[config.mk]
export PLATFORM = sky130hd
export DESIGN_NAME = aes_sub_shift
export DESIGN_NICKNAME = d
export VERILOG_FILES = /design/src/rtl/aes_pkg.sv /design/src/rtl/aes_sbox.sv /design/src/rtl/aes_sub_shift.sv
export SDC_FILE = /design/constraint.sdc
export NUM_CORES = 1
export LEC_CHECK = 0
export ABC_AREA = 1
export BUFFER_PORTS_ARGS = -buffer_cell sky130_fd_sc_hd__clkbuf_2
export CORE_ASPECT_RATIO = 1.5
export CORE_MARGIN = 3
export CORE_UTILIZATION = 25
export CTS_CLUSTER_DIAMETER = 200
export DETAILED_ROUTE_END_ITERATION = 7
export GPL_ROUTABILITY_DRIVEN = 0
export PLACE_DENSITY = 0.49
export SKIP_LAST_GASP = 1
export SLEW_MARGIN = 10
export SYNTH_ARGS = -nofsm -noshare
export SYNTH_HDL_FRONTEND = slang
export SYNTH_SLANG_ARGS = --single-unit
[constraint.sdc]
create_clock -name clk -period 20.1 [get_ports clk]
set_input_delay 5.025 -clock clk [delete_from_list [all_inputs] [get_ports clk]]
set_output_delay 5.025 -clock clk [all_outputs]
set_load 0.005 [all_outputs]
[src/rtl/aes_pkg.sv]
// Shared types, constants and helpers for the iterative AES SubBytes/ShiftRows stage.
// The inverse-cipher path is compiled only when AES_INV_CIPHER_EN is defined.
package aes_pkg;

    localparam int NB = 4;

    typedef logic [7:0]   byte_t;
    typedef logic [127:0] state_t;

    typedef enum logic [1:0] {
        IDLE = 2'd0,
        BUSY = 2'd1,
        DONE = 2'd2
    } fsm_e;

    // FIPS-197 column-major byte numbering: byte i = s[r][c] with i = r + 4c
    function automatic int idx(input int r, input int c);
        return r + 4 * c;
    endfunction

endpackage

[src/rtl/aes_sbox.sv]
// Combinational FIPS-197 S-box lookup; aes_inv_sbox exists only when AES_INV_CIPHER_EN is defined.
// Each table is held MSB-first so entry 0 sits in the leftmost hex digits.
module aes_sbox
    import aes_pkg::*;
(
    input  logic [7:0] i_in,
    output logic [7:0] o_out
);

    localparam logic [0:255][7:0] SBOX = {
        128'h637c777bf26b6fc53001672bfed7ab76,
        128'hca82c97dfa5947f0add4a2af9ca472c0,
        128'hb7fd9326363ff7cc34a5e5f171d83115,
        128'h04c723c31896059a071280e2eb27b275,
        128'h09832c1a1b6e5aa0523bd6b329e32f84,
        128'h53d100ed20fcb15b6acbbe394a4c58cf,
        128'hd0efaafb434d338545f9027f503c9fa8,
        128'h51a3408f929d38f5bcb6da2110fff3d2,
        128'hcd0c13ec5f974417c4a77e3d645d1973,
        128'h60814fdc222a908846eeb814de5e0bdb,
        128'he0323a0a4906245cc2d3ac629195e479,
        128'he7c8376d8dd54ea96c56f4ea657aae08,
        128'hba78252e1ca6b4c6e8dd741f4bbd8b8a,
        128'h703eb5664803f60e613557b986c11d9e,
        128'he1f8981169d98e949b1e87e9ce5528df,
        128'h8ca1890dbfe6426841992d0fb054bb16
    };

    assign o_out = SBOX[i_in];

endmodule

`ifdef AES_INV_CIPHER_EN
module aes_inv_sbox
    import aes_pkg::*;
(
    input  logic [7:0] i_in,
    output logic [7:0] o_out
);

    localparam logic [0:255][7:0] INV_SBOX = {
        128'h52096ad53036a538bf40a39e81f3d7fb,
        128'h7ce339829b2fff87348e4344c4dee9cb,
        128'h547b9432a6c2233dee4c950b42fac34e,
        128'h082ea16628d924b2765ba2496d8bd125,
        128'h72f8f66486689816d4a45ccc5d65b692,
        128'h6c704850fdedb9da5e154657a78d9d84,
        128'h90d8ab008cbcd30af7e45805b8b34506,
        128'hd02c1e8fca3f0f02c1afbd0301138a6b,
        128'h3a9111414f67dcea97f2cfcef0b4e673,
        128'h96ac7422e7ad3585e2f937e81c75df6e,
        128'h47f11a711d29c5896fb7620eaa18be1b,
        128'hfc563e4bc6d279209adbc0fe78cd5af4,
        128'h1fdda8338807c731b11210592780ec5f,
        128'h60517fa919b54a0d2de57a9f93c99cef,
        128'ha0e03b4dae2af5b0c8ebbb3c83539961,
        128'h172b047eba77d626e169146355210c7d
    };

    assign o_out = INV_SBOX[i_in];

endmodule
`endif

[src/rtl/aes_sub_shift.sv]
// Iterative AES SubBytes + ShiftRows: four shared S-boxes, one output column per clock.
// Defining AES_INV_CIPHER_EN adds the inv port and the InvShiftRows + InvSubBytes path.
module aes_sub_shift
    import aes_pkg::*;
#(
    parameter int NB = 4
) (
    input  logic         clk,
    input  logic         rst,
    input  logic         in_valid,
    output logic         in_ready,
    input  logic [127:0] in_data,
`ifdef AES_INV_CIPHER_EN
    input  logic         inv,
`endif
    output logic         out_valid,
    input  logic         out_ready,
    output logic [127:0] out_data,
    output logic         busy
);

    if (NB != aes_pkg::NB) begin : g_nb_check
        $error("aes_sub_shift: NB must be 4");
    end

    fsm_e        r_fsm;
    logic [1:0]  r_col;
    state_t      r_state;
    state_t      r_out_data;
    logic        r_in_ready;
    logic        r_out_valid;
    logic        r_busy;
`ifdef AES_INV_CIPHER_EN
    logic        r_inv;
`endif

    logic [1:0]  w_src_col [4];
    byte_t       w_gather  [4];
    byte_t       w_fwd     [4];
    byte_t       w_sub     [4];

    // ShiftRows lives in the read address: row r of column c comes from column c+r (c-r inverse)
    always_comb begin
        for (int r = 0; r < 4; r++) begin
`ifdef AES_INV_CIPHER_EN
            w_src_col[r] = r_inv ? (r_col - 2'(r)) : (r_col + 2'(r));
`else
            w_src_col[r] = r_col + 2'(r);
`endif
            w_gather[r] = r_state[127 - 8 * idx(r, int'(w_src_col[r])) -: 8];
        end
    end

    for (genvar g = 0; g < 4; g++) begin : g_sbox
        aes_sbox u_sbox (
            .i_in  (w_gather[g]),
            .o_out (w_fwd[g])
        );
`ifdef AES_INV_CIPHER_EN
        byte_t w_inv;
        aes_inv_sbox u_inv_sbox (
            .i_in  (w_gather[g]),
            .o_out (w_inv)
        );
        assign w_sub[g] = r_inv ? w_inv : w_fwd[g];
`else
        assign w_sub[g] = w_fwd[g];
`endif
    end

    always_ff @(posedge clk or posedge rst) begin
        if (rst) begin
            r_fsm       <= IDLE;
            r_col       <= 2'd0;
            r_state     <= '0;
            r_out_data  <= '0;
            r_in_ready  <= 1'b1;
            r_out_valid <= 1'b0;
            r_busy      <= 1'b0;
`ifdef AES_INV_CIPHER_EN
            r_inv       <= 1'b0;
`endif
        end else begin
            case (r_fsm)
                IDLE: begin
                    if (in_valid && r_in_ready) begin
                        r_state    <= in_data;
`ifdef AES_INV_CIPHER_EN
                        r_inv      <= inv;
`endif
                        r_col      <= 2'd0;
                        r_fsm      <= BUSY;
                        r_in_ready <= 1'b0;
                        r_busy     <= 1'b1;
                    end
                end
                BUSY: begin
                    for (int r = 0; r < 4; r++) begin
                        r_out_data[127 - 8 * idx(r, int'(r_col)) -: 8] <= w_sub[r];
                    end
                    r_col <= r_col + 2'd1;
                    if (r_col == 2'd3) begin
                        r_fsm       <= DONE;
                        r_out_valid <= 1'b1;
                    end
                end
                DONE: begin
                    if (out_ready) begin
                        r_fsm       <= IDLE;
                        r_out_valid <= 1'b0;
                        r_in_ready  <= 1'b1;
                        r_busy      <= 1'b0;
                    end
                end
                default: begin
                    r_fsm <= IDLE;
                end
            endcase
        end
    end

    assign in_ready  = r_in_ready;
    assign out_valid = r_out_valid;
    assign out_data  = r_out_data;
    assign busy      = r_busy;

endmodule

; ---- Word-level counts from Yosys, hierarchy flattened
; Memory sizes are Yosys's and may differ from the RTL's.
; Cells that the tools add are included.
[totals]
elab_cells = 93
n_memories = 4
rom_bits = 8192
input_bits = 132
regBits = 263
out_inout_bits = 131
[memory_table]
columns = memory, depth, word_bits, read_ports, rd_clocked_by_memory_dff, write_ports, line
row1 = (no name shown), 256, 8, 1, 0, 0, aes_sbox.sv:29  ; assign o_out = SBOX[i_in];
row2 = (no name shown), 256, 8, 1, 0, 0, aes_sbox.sv:29
row3 = (no name shown), 256, 8, 1, 0, 0, aes_sbox.sv:29
row4 = (no name shown), 256, 8, 1, 0, 0, aes_sbox.sv:29
[classes]
muxes = 26
n_lt_le_gt_ge = 4
n_bitwise = 4
reduce_logical = 10
shift = 12
n_eq_ne = 6
n_addsub = 20
[op_table]
columns = op, count
row1 = "8-bit by 33-bit variable shift with 135-bit output, first input constant", 4
row2 = 8-bit by 33-bit indexed part select with 135-bit output, 4
row3 = 128-bit bitwise mux, 4
row4 = 135-bit by 9-bit indexed part select with 8-bit output, 3
row5 = 135-bit by 8-bit indexed part select with 8-bit output, 1
row6 = 9-bit negator with 33-bit output, 3
row7 = 8-bit two-way mux, 8
row8 = "7-bit by 8-bit subtractor with 9-bit output, first input constant", 6
row9 = "9-bit >= comparator, second input constant", 4
row10 = 8-bit inverter with 9-bit output, 4
row11 = 8-bit negator with 33-bit output, 1
row12 = "2-bit by 4-bit adder with 5-bit output, first input constant", 4
row13 = "1-bit by 4-bit adder with 5-bit output, first input constant", 2
row14 = 3-bit AND reduction, 3
row15 = 2-bit two-way mux, 4
row16 = "7-bit by 7-bit subtractor with 8-bit output, first input constant", 1
row17 = "2-bit inequality test, second input constant", 3
row18 = 1-bit one-hot mux with 2 select lines, 3
row19 = 2-bit one-hot mux with 3 select lines, 1
row20 = 2-bit nonzero test, 3
row21 = 1-bit two-way mux, 5
row22 = "2-bit adder, second input constant", 2
row23 = "2-bit equality test, second input constant", 2
row24 = 2-bit one-hot mux with 2 select lines, 1
row25 = 5 further kinds, 6

; ---- Logic depth before layout (Yosys ltp)
; Gate-level depths: netlist of the first run.
[logic_depth]
depth_word = 12
mapped_depth = 26
depth_no_buf = 19

; ---- By module
; A second synthesis of the first run with hierarchy kept.
[unflattened]
hier_cells = 4160
area_unflattened_um2 = 23910.4
[by_module_without_submodules]
columns = module, seq_area_each_um2, cells_each, area_per_inst_um2, instances
row1 = aes_sub_shift, 6582.6, 1604, 12154.2, 1
row2 = aes_sbox, 0.0, 639, 2939.1, 4

; ---- Worst setup path after synthesis of the first run
; No wires, ideal clock.
[synth_timing]
path_type = input to register
start = input port in_valid
end = register r_state[100]
path_slack_ns = 13.917
arrival_time_ns = 6.100
setup_time_ns = 0.083
t_required_ns = 20.017
stages = 6
cell_sequence = nand2_1 nor3_1 clkbuf_1 clkbuf_1 nand2_1 o21ai_0
[synth_between]
elab_chain_len = 2
[synth_rtl]
columns = element, line
row1 = start: declaration, aes_sub_shift.sv:10  ; input logic in_valid,
row2 = 1-bit logical AND, aes_sub_shift.sv:86  ; if (in_valid && r_in_ready) begin
row3 = 2-bit AND reduction (no line), -
row4 = end signal: assignment, aes_sub_shift.sv:87  ; r_state <= in_data;
row5 = end: declaration, aes_sub_shift.sv:28  ; state_t r_state;
; No other way between the ends.
; A chain may end at the register's enable or synchronous reset.

==> results.md, run 1 <==
- Die H: 383 microns
- Storage cell area: 6590 sq um
- Hpwl dp: 79.2 mm
- CTS Hold Buffers Added: 0
- # resized after CTS: 0
- Initial DRC count: 3865
- Syn. warnings: 0
- Netlist Area Pre-Place: 23700 sq um
- DR pass1 iterations: 8
- ANT cells: 0
- Critical path type: in -> async
- I/O pins: 263
- Clk buf depth: 3
- Post-Syn Area per Cell: 6.00 sq um
- Die Span X: 257 microns
- First-pass GRT wire length: 175 mm
- Num CTS Buffers: 30
- CTS tree: yes
- # setup viols final: 0
- Mapped Nets: 4139
- DR DRC count: 0
- Run status: complete, no violations
- Starting Density: 25.3%
- # fillers: 10800
- Total Wirelength: 118 mm
- Synth Instances: 3950
- NumNets Final: 4187
- Total track usage: 22.8%
- Area Overhead vs Synth: 12.3%
- Commonest cells after routing, fill and taps aside: 1478 x nand2_1, 1189 x nand3_1, 262 x clkbuf_2
- Seq/Total Area, Yosys: 27.8%
- Vias in the first global route: 27600
- CP required: 20.73 ns
- Commonest non-fill, non-tap cell in the layout: nand2_1
- Die area: 98600 sq um
- Antenna violations before repair: 3
- Final slew viol count: 0
- Final Cycle Share: 35.1%
- Yosys cell types: 33
- Max Cap Viol: 0
- Port Buffer Count: 262
- Worst rel slew slack: 21.9%
- Vias: 29000
- Synth Register Bits: 263
- Largest net degree at the start of global routing: 132
- Final min period: 7.05 ns
- H-tree levels: 1
- Clk_skew: 0.0250 ns
- CTS clk-pin slew, worst paths: 0.06 ns
- ANT nets after route: 0
- Hold WS: 0.465 ns
- Share of post-route cells with drive strength above 1: 11.5%
- RSZ-0062 raised after global routing: no
- Drt wl/cell: 22.3 microns
- Core box area: 93600 sq um
- Critical path launch point type: input port
- Fmax: 142 MHz
- Multi-input logic area: 15200 sq um
- # clock sinks: 263
- Hold Crit Class: reg -> reg
- Total gr overflow: 0
- Slew @ Worst Pin: 1.17 ns
- DR vias/cell: 5.50
- Crit path max fanout: 131
- Site Rows: 137
- Worst setup EP type: asynchronous set/reset pin
- Setup TNS: 0 ns
- WP data arrival: 7.68 ns
- Root Driver: clkbuf_16
- Clk Latency, worst-skew pair: 0.62 ns
- Hold Violations, Final: 0
- Post-CTS Setup Bufs: 0
## routing by layer
layer / wire (microns) / vias to the layer above / global-route usage [%] / part of all wire, %
li1: - / 13300 / - / -
met1: 47800 / 13500 / 29.7 / 41
met2: 52600 / 1807 / 36.6 / 45
met3: 10800 / 393 / 3.68 / 9.2
met4: 6290 / 2 / 10.8 / 5.3
met5: 12 / - / 0 / 0.010
## synth_stat cells
master	count	share of area (%)
a21oi_1	58	1.2
a31oi_1	1	0.026
a32oi_2	1	0.069
a32oi_4	5	0.58
and2_1	1	0.026
buf_1	14	0.22
buf_2	137	2.9
buf_4	37	1.2
buf_6	10	0.47
clkbuf_1	91	1.4
dfrtp_1	262	28
dfstp_2	1	0.11
ha_1	57	3.0
inv_1	138	2.2
inv_2	14	0.22
inv_4	1	0.026
nand2_1	1495	24
nand2_2	37	0.98
nand3_1	1189	25
nand3_2	12	0.51
nand3b_1	11	0.35
nand4_1	104	2.7
nor2_1	137	2.2
nor2_2	1	0.026
nor3_1	2	0.042
o211ai_1	10	0.32
o21ai_0	93	2.0
o21ai_1	6	0.13
o21ai_2	1	0.037
o31ai_1	1	0.032
or2_0	1	0.026
or2_1	10	0.26
or2_2	12	0.32
## cells by family (layout without fill, tap and decap cells)
family	count (synthesis)	count (layout)	share of synthesized area [%]
AOI/OAI and AO/OA	176	176	4.38
buffers and inverters	442	512	8.63
adders and majority gates	57	57	3.01
and+or+nand+nor	3012	3012	56.2
DFF	263	263	27.8
## cell type report
cell class / count / area share, %
Clock inverter: 12 / 0.846
Tap cell: 1251 / 5.88
Inverter: 153 / 2.20
Timing Repair Buffer: 305 / 6.14
Sequential cell: 263 / 24.7
Multi-Input combinational cell: 3245 / 56.9
Clock buffer: 42 / 3.25
## critical path, stage by stage
cell	delay, ns
clkbuf_2	0.12
inv_8	0.58
buf_4	0.58
buf_4	0.50
buf_4	0.74
## state kept, by name (all words and copies together) (netlist names)
signal and flops:
in_ready 1, out_data 128, busy 1, r_fsm 2, r_col 2, out_valid 1
r_state 128
## worst paths after layout
path,start,endpoint,slack (ns),depth (start not counted)
max,rst,out_data[52],13.05,5
max reg2reg,r_col[0],out_data[84],14.51,18
min,r_state[15],r_state[15],0.46,2
min reg2reg,r_state[15],r_state[15],0.46,2
min in group asynchronous,rst,r_state[26],4.55,2
max in group clk,in_valid,r_col[0],13.49,8
## stage by stage
step	utilization, %	cells	instance area, sq um	setup slack [ns]
finish	28.4	5271	26600	13.05
global route	28.4	5271	26600	12.60
CTS	28.4	5271	26600	12.88
detailed placement	27.3	5217	25500	12.21
global placement	27.3	5217	25500	12.19
floorplan	-	3950	23700	7.84
Power of run 1 is not shown: default switching activity piles up to over one toggle a cycle in this logic, so the estimate is an artifact.
==> run 2, diff against run 1 <==
==> constraint.sdc (replaced) <==
create_clock -name clk -period 7.1 [get_ports clk]
set_input_delay 1.775 -clock clk [delete_from_list [all_inputs] [get_ports clk]]
set_output_delay 1.775 -clock clk [all_outputs]
set_load 0.005 [all_outputs]
==> run 2 against run 1 <==
Compared with the run above:
- final area rose by 0.49%
- routed wire length rose by 1.7%
- non-clock buffer count rose by 1
- highest routed layer is now met4
- critical endpoint is now out_data[39]
- count of clock-buffer cells in the layout rose by 5
- flip-flop and latch count did not move
==> results.md, run 2 (synthesis results as in run 1) <==
- Antenna violations before repair: 0
- CTS clk-pin slew, worst paths: 0.06 ns
- Drt wl/cell: 22.6 microns
- Critical path type: reg -> reg
- Die Span X: 257 microns
- Root Driver: clkbuf_16
- Hold WS: 0.463 ns
- Min-delay src: r_state[79]
- Largest net degree at the start of global routing: 177
- Worst rel slew slack: 25.7%
- Max Cap Viol: 0
- Total track usage: 23.2%
- Area Overhead vs Synth: 12.8%
- Post-CTS Setup Bufs: 0
- Fmax: 197 MHz
- Final slew viol count: 0
- Core box area: 93600 sq um
- Setup crit start: r_col[0]
- Clk Latency, worst-skew pair: 0.59 ns
- CP required: 7.61 ns
- Crit path max fanout: 33
- Run status: complete, no violations
- Commonest cells after routing, fill and taps aside: 1480 x nand2_1, 1189 x nand3_1, 262 x clkbuf_2
- H-tree levels: 2
- NumNets Final: 4192
- First-pass GRT wire length: 178 mm
- # setup viols final: 0
- Worst setup EP type: flip-flop
- # resized after CTS: 0
- Hold Violations, Final: 0
- ANT cells: 0
- Site Rows: 137
- Commonest non-fill, non-tap cell in the layout: nand2_1
- Slew @ Worst Pin: 1.11 ns
- Vias: 29200
- DR vias/cell: 5.54
- Die area: 98600 sq um
- Port Buffer Count: 262
- Hold Crit Class: reg -> reg
- Initial DRC count: 4186
- Clk buf depth: 3
- I/O pins: 263
- Starting Density: 25.3%
- CTS tree: yes
- R2R setup slack: 2.02 ns
- Critical path launch point type: flip-flop
- DR DRC count: 0
- Fin worst setup slack: 2.02 ns
- CTS Hold Buffers Added: 0
- DR pass1 iterations: 6
- # clock sinks: 263
- Share of post-route cells with drive strength above 1: 11.6%
- WP data arrival: 5.58 ns
- Total gr overflow: 0
- Final min period: 5.08 ns
- Total Wirelength: 120 mm
- Setup TNS: 0 ns
- Num CTS Buffers: 34
- Die H: 383 microns
- Worst R2R Path Depth: 17
- ANT nets after route: 0
- Hpwl dp: 83.6 mm
- Hold path cells: 2
- Setup WS pre-CTS: 2.16 ns
- Final Cycle Share: 71.5%
- Clk_skew: 0.0483 ns
- RSZ-0062 raised after global routing: no
- Vias in the first global route: 27400
- R2r startpoint: r_col[0]
run 2: metrics by stage:
stage	instances	cell area (sq um)	utilization, %
after detailed placement	5218	25600	27.3
after global routing	5278	26700	28.6
after floorplan	3950	23700	-
after CTS	5278	26700	28.6
after global placement	5218	25600	27.3
final	5278	26700	28.6
run 2: area by class of cell:
cell class / count / area, sq um
Clock buffer: 47 / 980
Timing Repair Buffer: 306 / 1700
Sequential cell: 263 / 6590
Clock inverter: 13 / 181
Multi-Input combinational cell: 3245 / 15200
Tap cell: 1251 / 1570
Inverter: 153 / 581
Fill cell: 10900 / 66800
run 2: path summary, 6_finish.rpt:
check / endpoint
max: out_data[39]
min: r_state[79]
max reg2reg: out_data[39]
min reg2reg: r_state[79]
max in group asynchronous: out_data[50]
min in group asynchronous: out_data[14]
run 2: critical path: stages, from the launching register on:
cell     delay (ns)
dfrtp_4        0.71
inv_4          0.20
ha_1           0.33
buf_4          0.22
inv_1          0.32
buf_4          0.38
nand3_1        0.13
nand2_1        0.41
ha_1           0.38
inv_1          0.16
nand3_1        0.53
nand3_1        0.27
nand3_1        0.13
nand2_1        0.10
nand3_1        0.12
nand3_1        0.37
nand4_1        0.13
nand2_1        0.11
run 2: metal layers:
layer  share of wire, %  global-route usage [%]
met5                  0                       0
met4                6.4                    11.8
met2                 44                    37.1
met3                 10                    4.45
met1                 39                    29.9
Power of run 2 is left out for the same reason.
